$ cat src/rtl/sorter_pkg.sv
// Shared element type, key/tag ordering and constant helpers for the bitonic sorter.
package sorter_pkg;

    localparam int SIZE        = 16;
    localparam int DATA_WIDTH  = 8;
    localparam int INDEX_WIDTH = $clog2(SIZE);

    typedef struct packed {
        logic [INDEX_WIDTH-1:0] idx;
        logic [DATA_WIDTH-1:0]  key;
    } elem_t;

    // Key is the major field and the tag breaks ties, so the order is total.
    function automatic logic elem_gt(input elem_t a, input elem_t b);
        return {a.key, a.idx} > {b.key, b.idx};
    endfunction

    // A flat stage number s maps to (level, step): level L contributes L merge steps.
    function automatic int stage_level(input int s);
        int lvl;
        int base;
        lvl  = 1;
        base = 0;
        while (s >= base + lvl) begin
            base += lvl;
            lvl++;
        end
        return lvl;
    endfunction

    function automatic int stage_step(input int s);
        int lvl;
        int base;
        lvl  = 1;
        base = 0;
        while (s >= base + lvl) begin
            base += lvl;
            lvl++;
        end
        return s - base;
    endfunction

endpackage

$ cat src/rtl/comparison_size_sorter_cmp_swap.sv
// Combinational compare-exchange of one {key, tag} pair; x receives the element that
// belongs first in the requested direction (smaller when dir_up=1).
module bitonic_cmp_swap #(
    parameter int DATA_WIDTH  = 8,
    parameter int INDEX_WIDTH = 4
) (
    input  logic                   dir_up,
    input  logic [DATA_WIDTH-1:0]  a_key,
    input  logic [INDEX_WIDTH-1:0] a_idx,
    input  logic [DATA_WIDTH-1:0]  b_key,
    input  logic [INDEX_WIDTH-1:0] b_idx,
    output logic [DATA_WIDTH-1:0]  x_key,
    output logic [INDEX_WIDTH-1:0] x_idx,
    output logic [DATA_WIDTH-1:0]  y_key,
    output logic [INDEX_WIDTH-1:0] y_idx
);
    import sorter_pkg::*;

    logic a_gt_b;
    logic swap;

    generate
        if (DATA_WIDTH == sorter_pkg::DATA_WIDTH && INDEX_WIDTH == sorter_pkg::INDEX_WIDTH) begin : g_pkg_cmp
            elem_t ea;
            elem_t eb;
            assign ea     = {a_idx, a_key};
            assign eb     = {b_idx, b_key};
            assign a_gt_b = elem_gt(ea, eb);
        end else begin : g_wide_cmp
            assign a_gt_b = {a_key, a_idx} > {b_key, b_idx};
        end
    endgenerate

    // Equal composites are identical, so swapping them in the descending case is harmless.
    assign swap  = a_gt_b ^ ~dir_up;

    assign x_key = swap ? b_key : a_key;
    assign x_idx = swap ? b_idx : a_idx;
    assign y_key = swap ? a_key : b_key;
    assign y_idx = swap ? a_idx : b_idx;

endmodule

$ cat src/rtl/comparison_size_sorter.sv
// Bitonic sorting network over SIZE {key, tag} pairs with a single registered output stage.
module comparison_size_sorter #(
    parameter int   SIZE        = 16,
    parameter int   DEPTH       = $clog2(SIZE),
    parameter logic ASCENDING   = 1'b1,
    parameter int   DATA_WIDTH  = 8,
    parameter int   INDEX_WIDTH = $clog2(SIZE)
) (
    input  logic                                 clk,
    input  logic                                 rst_n,
    input  logic                                 in_valid,
    input  logic [SIZE-1:0][DATA_WIDTH-1:0]      data_in,
    input  logic [SIZE-1:0][INDEX_WIDTH-1:0]     index_in,
    output logic [SIZE*DATA_WIDTH-1:0]           data_out,
    output logic [SIZE*INDEX_WIDTH-1:0]          index_out,
    output logic                                 out_valid
);
    import sorter_pkg::*;

    localparam int NSTAGES = DEPTH * (DEPTH + 1) / 2;

    generate
        if (SIZE < 2 || (SIZE & (SIZE - 1)) != 0 || DEPTH != $clog2(SIZE)) begin : g_bad_cfg
            $error("comparison_size_sorter: SIZE must be a power of two >= 2 and DEPTH = log2(SIZE)");
        end
    endgenerate

    logic [DATA_WIDTH-1:0]      key_s [0:NSTAGES][0:SIZE-1];
    logic [INDEX_WIDTH-1:0]     idx_s [0:NSTAGES][0:SIZE-1];
    logic [SIZE*DATA_WIDTH-1:0]  key_flat;
    logic [SIZE*INDEX_WIDTH-1:0] idx_flat;

    genvar s, i;
    generate
        for (i = 0; i < SIZE; i++) begin : g_in
            assign key_s[0][i] = data_in[i];
            assign idx_s[0][i] = index_in[i];
            assign key_flat[i*DATA_WIDTH +: DATA_WIDTH]   = key_s[NSTAGES][i];
            assign idx_flat[i*INDEX_WIDTH +: INDEX_WIDTH] = idx_s[NSTAGES][i];
        end

        // Level LVL merges bitonic runs of length K; step STEP compares elements J apart.
        for (s = 0; s < NSTAGES; s++) begin : g_stage
            localparam int LVL  = stage_level(s);
            localparam int STEP = stage_step(s);
            localparam int K    = 1 << LVL;
            localparam int J    = 1 << (LVL - 1 - STEP);
            for (i = 0; i < SIZE; i++) begin : g_elem
                if ((i & J) == 0) begin : g_ce
                    localparam logic UP = ((i & K) == 0) ? ASCENDING : ~ASCENDING;
                    bitonic_cmp_swap #(
                        .DATA_WIDTH  (DATA_WIDTH),
                        .INDEX_WIDTH (INDEX_WIDTH)
                    ) u_ce (
                        .dir_up (UP),
                        .a_key  (key_s[s][i]),
                        .a_idx  (idx_s[s][i]),
                        .b_key  (key_s[s][i+J]),
                        .b_idx  (idx_s[s][i+J]),
                        .x_key  (key_s[s+1][i]),
                        .x_idx  (idx_s[s+1][i]),
                        .y_key  (key_s[s+1][i+J]),
                        .y_idx  (idx_s[s+1][i+J])
                    );
                end
            end
        end
    endgenerate

    // Output register: result of the combinational network lands here one edge later.
    always_ff @(posedge clk or negedge rst_n) begin
        if (!rst_n) begin
            data_out  <= '0;
            index_out <= '0;
            out_valid <= 1'b0;
        end else begin
            out_valid <= in_valid;
            if (in_valid) begin
                data_out  <= key_flat;
                index_out <= idx_flat;
            end
        end
    end

endmodule

$ cat config.mk
export PLATFORM = sky130hd
export DESIGN_NAME = comparison_size_sorter
export DESIGN_NICKNAME = d
export VERILOG_FILES = /design/src/rtl/sorter_pkg.sv /design/src/rtl/comparison_size_sorter_cmp_swap.sv /design/src/rtl/comparison_size_sorter.sv
export SDC_FILE = /design/constraint.sdc
export NUM_CORES = 2
export LEC_CHECK = 0
export BUFFER_PORTS_ARGS = -buffer_cell sky130_fd_sc_hd__buf_2
export CORE_ASPECT_RATIO = 1.4
export CORE_MARGIN = 3
export CORE_UTILIZATION = 50
export CTS_BUF_LIST = sky130_fd_sc_hd__clkbuf_8
export DETAILED_ROUTE_END_ITERATION = 8
export PLACE_DENSITY = 0.68
export REMOVE_ABC_BUFFERS = 1
export SETUP_SLACK_MARGIN = 0.5
export SYNTH_ARGS = -nofsm -noshare
export SYNTH_HDL_FRONTEND = slang
export SYNTH_SLANG_ARGS = --single-unit
$ cat constraint.sdc
create_clock -name clk -period 1.2 [get_ports clk]
set_clock_uncertainty 0.05 [all_clocks]
set_input_delay 0.24 -clock clk [delete_from_list [all_inputs] [get_ports clk]]
set_output_delay 0.24 -clock clk [all_outputs]
set_load 0.03 [all_outputs]
==> run metrics, run 1 <==
Mapped Area ~54,000 µm²; Area contributors post-synth ha_1 20%, mux2i_1 17%, dfrtp_1 9.0%, a21oi_1 6.7%, inv_1 6.1%; die height just under 400 µm; ys flop type dfrtp_1; Initial Util approximately 51%; sequential area share after synthesis 8.97%; Syn Area/Cell 7.32 µm²; CTS root buffer clkbuf_8; largest net degree at the start of global routing 54; Overflow after GRT 84; global-route wire length before repair 553,000 µm; Yosys cell types between 100 and 150; DP Worst Slack -21.02 ns; vias in the first global route between 90,000 and 100k; flip-flop and latch count after synthesis 193; global-route usage over all layers between 60% and 70%; dominant cell type by area after synthesis ha_1; synth cell count leaders 914 x mux2i_1, 881 x inv_1, 868 x ha_1; Detail Placement HPWL approximately 230,000 µm; Post-synth EDFFs 0; io pins approximately 390; Die Wd about 280 µm; count leader, synth mux2i_1; status did not finish; # H-tree levels 4; asr flop ratio synth between 90% and 100%; Yosys top cell area share approximately 20%; clk buf depth 2; error msg [ERROR GRT-0116] Global routing finished with congestion. Check the congestion regions in the DRC Viewer.; DP Area between 80,000 and 90,000 µm²; I/O Buffers 387; stage reached global routing (5_1_grt); routability-driven placement congestion ratio 1.17; synthesized instance count between 7,000 and 8,000; placed insts roughly 12,000; CTS buffer count 17; Cell Rows between 100 and 150; # clock sinks around 190; Yosys Warn Count 0
==> metal layers <==
layer	GRT usage (%)	overflow
met2	90.7	40
met5	5.22	0
met3	35.0	1
met4	68.7	40
met1	60.2	3
==> through the flow <==
stage          util, %  hold slack [ns]
2_1_floorplan        -           -0.106
3_3_place_gp      78.7            0.137
3_5_place_dp      78.7            0.146
4_1_cts           87.4           -0.457
==> logic make-up after synthesis <==
logic type | share of synthesized area [%]
xor+xnor | 0.667
fa+ha+maj | 20.5
mux | 20.0
buf+inv | 8.27
flops | 8.97
compound gates | 24.1
simple gates | 17.4
==> what timing repair did <==
item | in CTS
setup endpoints to repair | 385
buffers inserted | 372
pin swaps | 244
cloned | 30
gates resized for setup | 1169
endpoints found under the hold margin | 193
==> run 2, diff against run 1 <==
Settings changed: CORE_ASPECT_RATIO 1.4 to not set, CORE_UTILIZATION 50 to 35, CTS_BUF_LIST sky130_fd_sc_hd__clkbuf_8 to not set, PLACE_DENSITY 0.68 to not set, PLACE_DENSITY_LB_ADDON set to 0.15, SETUP_SLACK_MARGIN 0.5 to not set.
==> run metrics, run 2 <==
status complete, but fails checks; failing checks negative setup slack; Die Wd 398 µm (+41%); most used cell, CP buf_4; sequential area share after synthesis 8.97% (unchanged); drt total wl between 200,000 and 300,000 µm; flip-flop and latch count after synthesis 193 (unchanged); Mapped Area 53,800 µm² (unchanged); Layout Nets approximately 13,000; Area contributors post-synth ha_1 20%, mux2i_1 17%, dfrtp_1 9.0%, a21oi_1 6.7%, inv_1 6.1%; total core area 152,000 µm²; Overflow after GRT 0; die area around 160,000 µm²; routability-driven placement congestion ratio 1.08 (-8.2%); Yosys cell types 102 (unchanged); global-route usage over all layers between 30% and 40%; vias in the first global route 69,765; fraction of layout cells with a size suffix above 1 around half; most frequent cells in the layout 3,793 x buf_4, 850 x inv_1, 771 x ha_1, 672 x mux2i_1, 666 x nor2_1; ys flop type dfrtp_1; Largest regs data_out (128), index_out (64), out_valid (1); Largest register FFs ~130; DRT Pass-1 Iters 6; largest reg by FF count data_out; CTS tree built; Crit Reg-Reg Startpoint data_out[64]; fin crit period just over 20 ns; largest net degree at the start of global routing 60; maximum fanout along the worst path 11; I/O Buffers 387 (unchanged); Yosys top cell area share 20.2% (unchanged); max_slew headroom between 30% and 40%; clk buf depth 2 (unchanged); # setup viols final just under 400; CTS root buffer clkbuf_16; fmax just under 0.05 GHz; slowest stage cell on the critical path a2111o_2; Area growth, synth to finish 80.8%; Initial Util 35.3% (-15 points); io pins 388 (unchanged); Top delay family on crit path simple AND/OR/NAND/NOR gates; Syn Area/Cell 7.32 µm² (unchanged); CP endpoint kind flip-flop; Yosys Warn Count 0 (unchanged); Crit Path Class in -> reg; Setup crit start data_in[77]; antenna violations before repair 1; period utilization 1690%; # H-tree levels 4 (unchanged); Setup WS post-layout -19.09 ns; CP peak stage delay about 0.55 ns; DP Worst Slack -22.04 ns (-1.02 ns); clock insertion delay at the later pin of the skew report approximately 0.5 ns; diodes inserted 0; drt via density around 5.4; area taken by multi-input logic gates around 52,000 µm²; Final Util between 60 and 70%; CTS buffer count 17 (unchanged); Post-synth EDFFs 0 (unchanged); synth cell count leaders 914 x mux2i_1, 881 x inv_1, 868 x ha_1; DRT iter0 DRCs 5,284; Fin. Hold Viols 0; # clock sinks 193 (unchanged); startpoint types input pin; die height 398 µm (+1.0%); Cell Rows 143 (+1.4%); max-cap violations 0; FF+latch area ~4800 µm²; dominant cell type by area after synthesis ha_1; worst endpoint data arrival time between 20 and 25 ns; Max Slew Vio Count 0; via count approximately 73,000; HP Class in -> async; Reg clk slew, reported paths around 0.080 ns; CP bufs+invs 26; count leader, synth mux2i_1; asr flop ratio synth 100% (unchanged); TNS Setup -3647.04 ns; CP required around 1.6 ns; # DRC 0; global-route wire length before repair just over 400,000 µm; RSZ-0062 raised after global routing true; Detail Placement HPWL 239,000 µm (+5.5%); Layout fillers about 13,000; Routed WL per cell around 21 µm; Final ANT Viol Nets 0; commonest non-fill, non-tap cell in the layout buf_4; worst-margin pin slew just over 0.9 ns; synthesized instance count 7,357 (unchanged)
## run 2: logic make-up after synthesis
logic type / share of synthesized area (%)
AOI/OAI and AO/OA: 24.1
DFF: 8.97
muxes: 20.0
buffers and inverters: 8.27
adders and majority gates: 20.5
xor gates and xnor gates: 0.667
and+or+nand+nor: 17.4
## run 2: metal layers
layer	up-vias	wire length [µm]	share of wire (%)	global-route usage (%)
met5	-	13	0.0045	0
li1	35127	-	-	-
met4	2	12500	4.4	11.1
met2	2427	132000	46	56.1
met1	35086	123000	43	43.5
met3	506	18400	6.4	4.02
## run 2: path summary, 6_finish.rpt
check	cells after the start	slack (ns)	to
max	114	-19.09	data_out[67]
min	2	0.16	data_out[59]
max reg2reg	2	0.24	data_out[64]
min reg2reg	1	0.43	index_out[45]
max in group asynchronous	3	0.34	index_out[60]
min in group clk	2	0.20	out_valid
## run 2: worst register-to-register path, stage by stage (launching register included)
cell	delay [ns]
dfrtp_1	0.41
nor2b_1	0.14
a211o_1	0.26
## run 2: final cells by class
class / instances / share of cell area [%]
flip-flops and latches: 193 / 4.96
multi-input cells: 5992 / 53.2
repair buffers: 4428 / 35.2
clock inverters: 15 / 0.195
well taps: 2030 / 2.61
inverters: 882 / 3.41
clock buffers: 17 / 0.437
## run 2: timing repair
action,4_1_cts,5_1_grt
resized for setup,597,1086
hold endpoints to repair,193,0
buffers inserted,149,270
pin swaps,99,288
gates cloned,10,26
hold buffers,1,0
setup endpoints to repair,385,385
## run 2: through the flow
stage                     cells  hold slack [ns]  cell area [µm²]
after floorplan            7064           -0.106            52700
after global placement    13081            0.114            85100
after detailed placement  13081            0.119            85100
after CTS                 13273            0.139            89700
after global routing      13557            0.163            97300
final                     13557            0.156            97300
Power of run 2 is not shown: default switching activity piles up to over one toggle a cycle in this logic, so the estimate is an artifact.
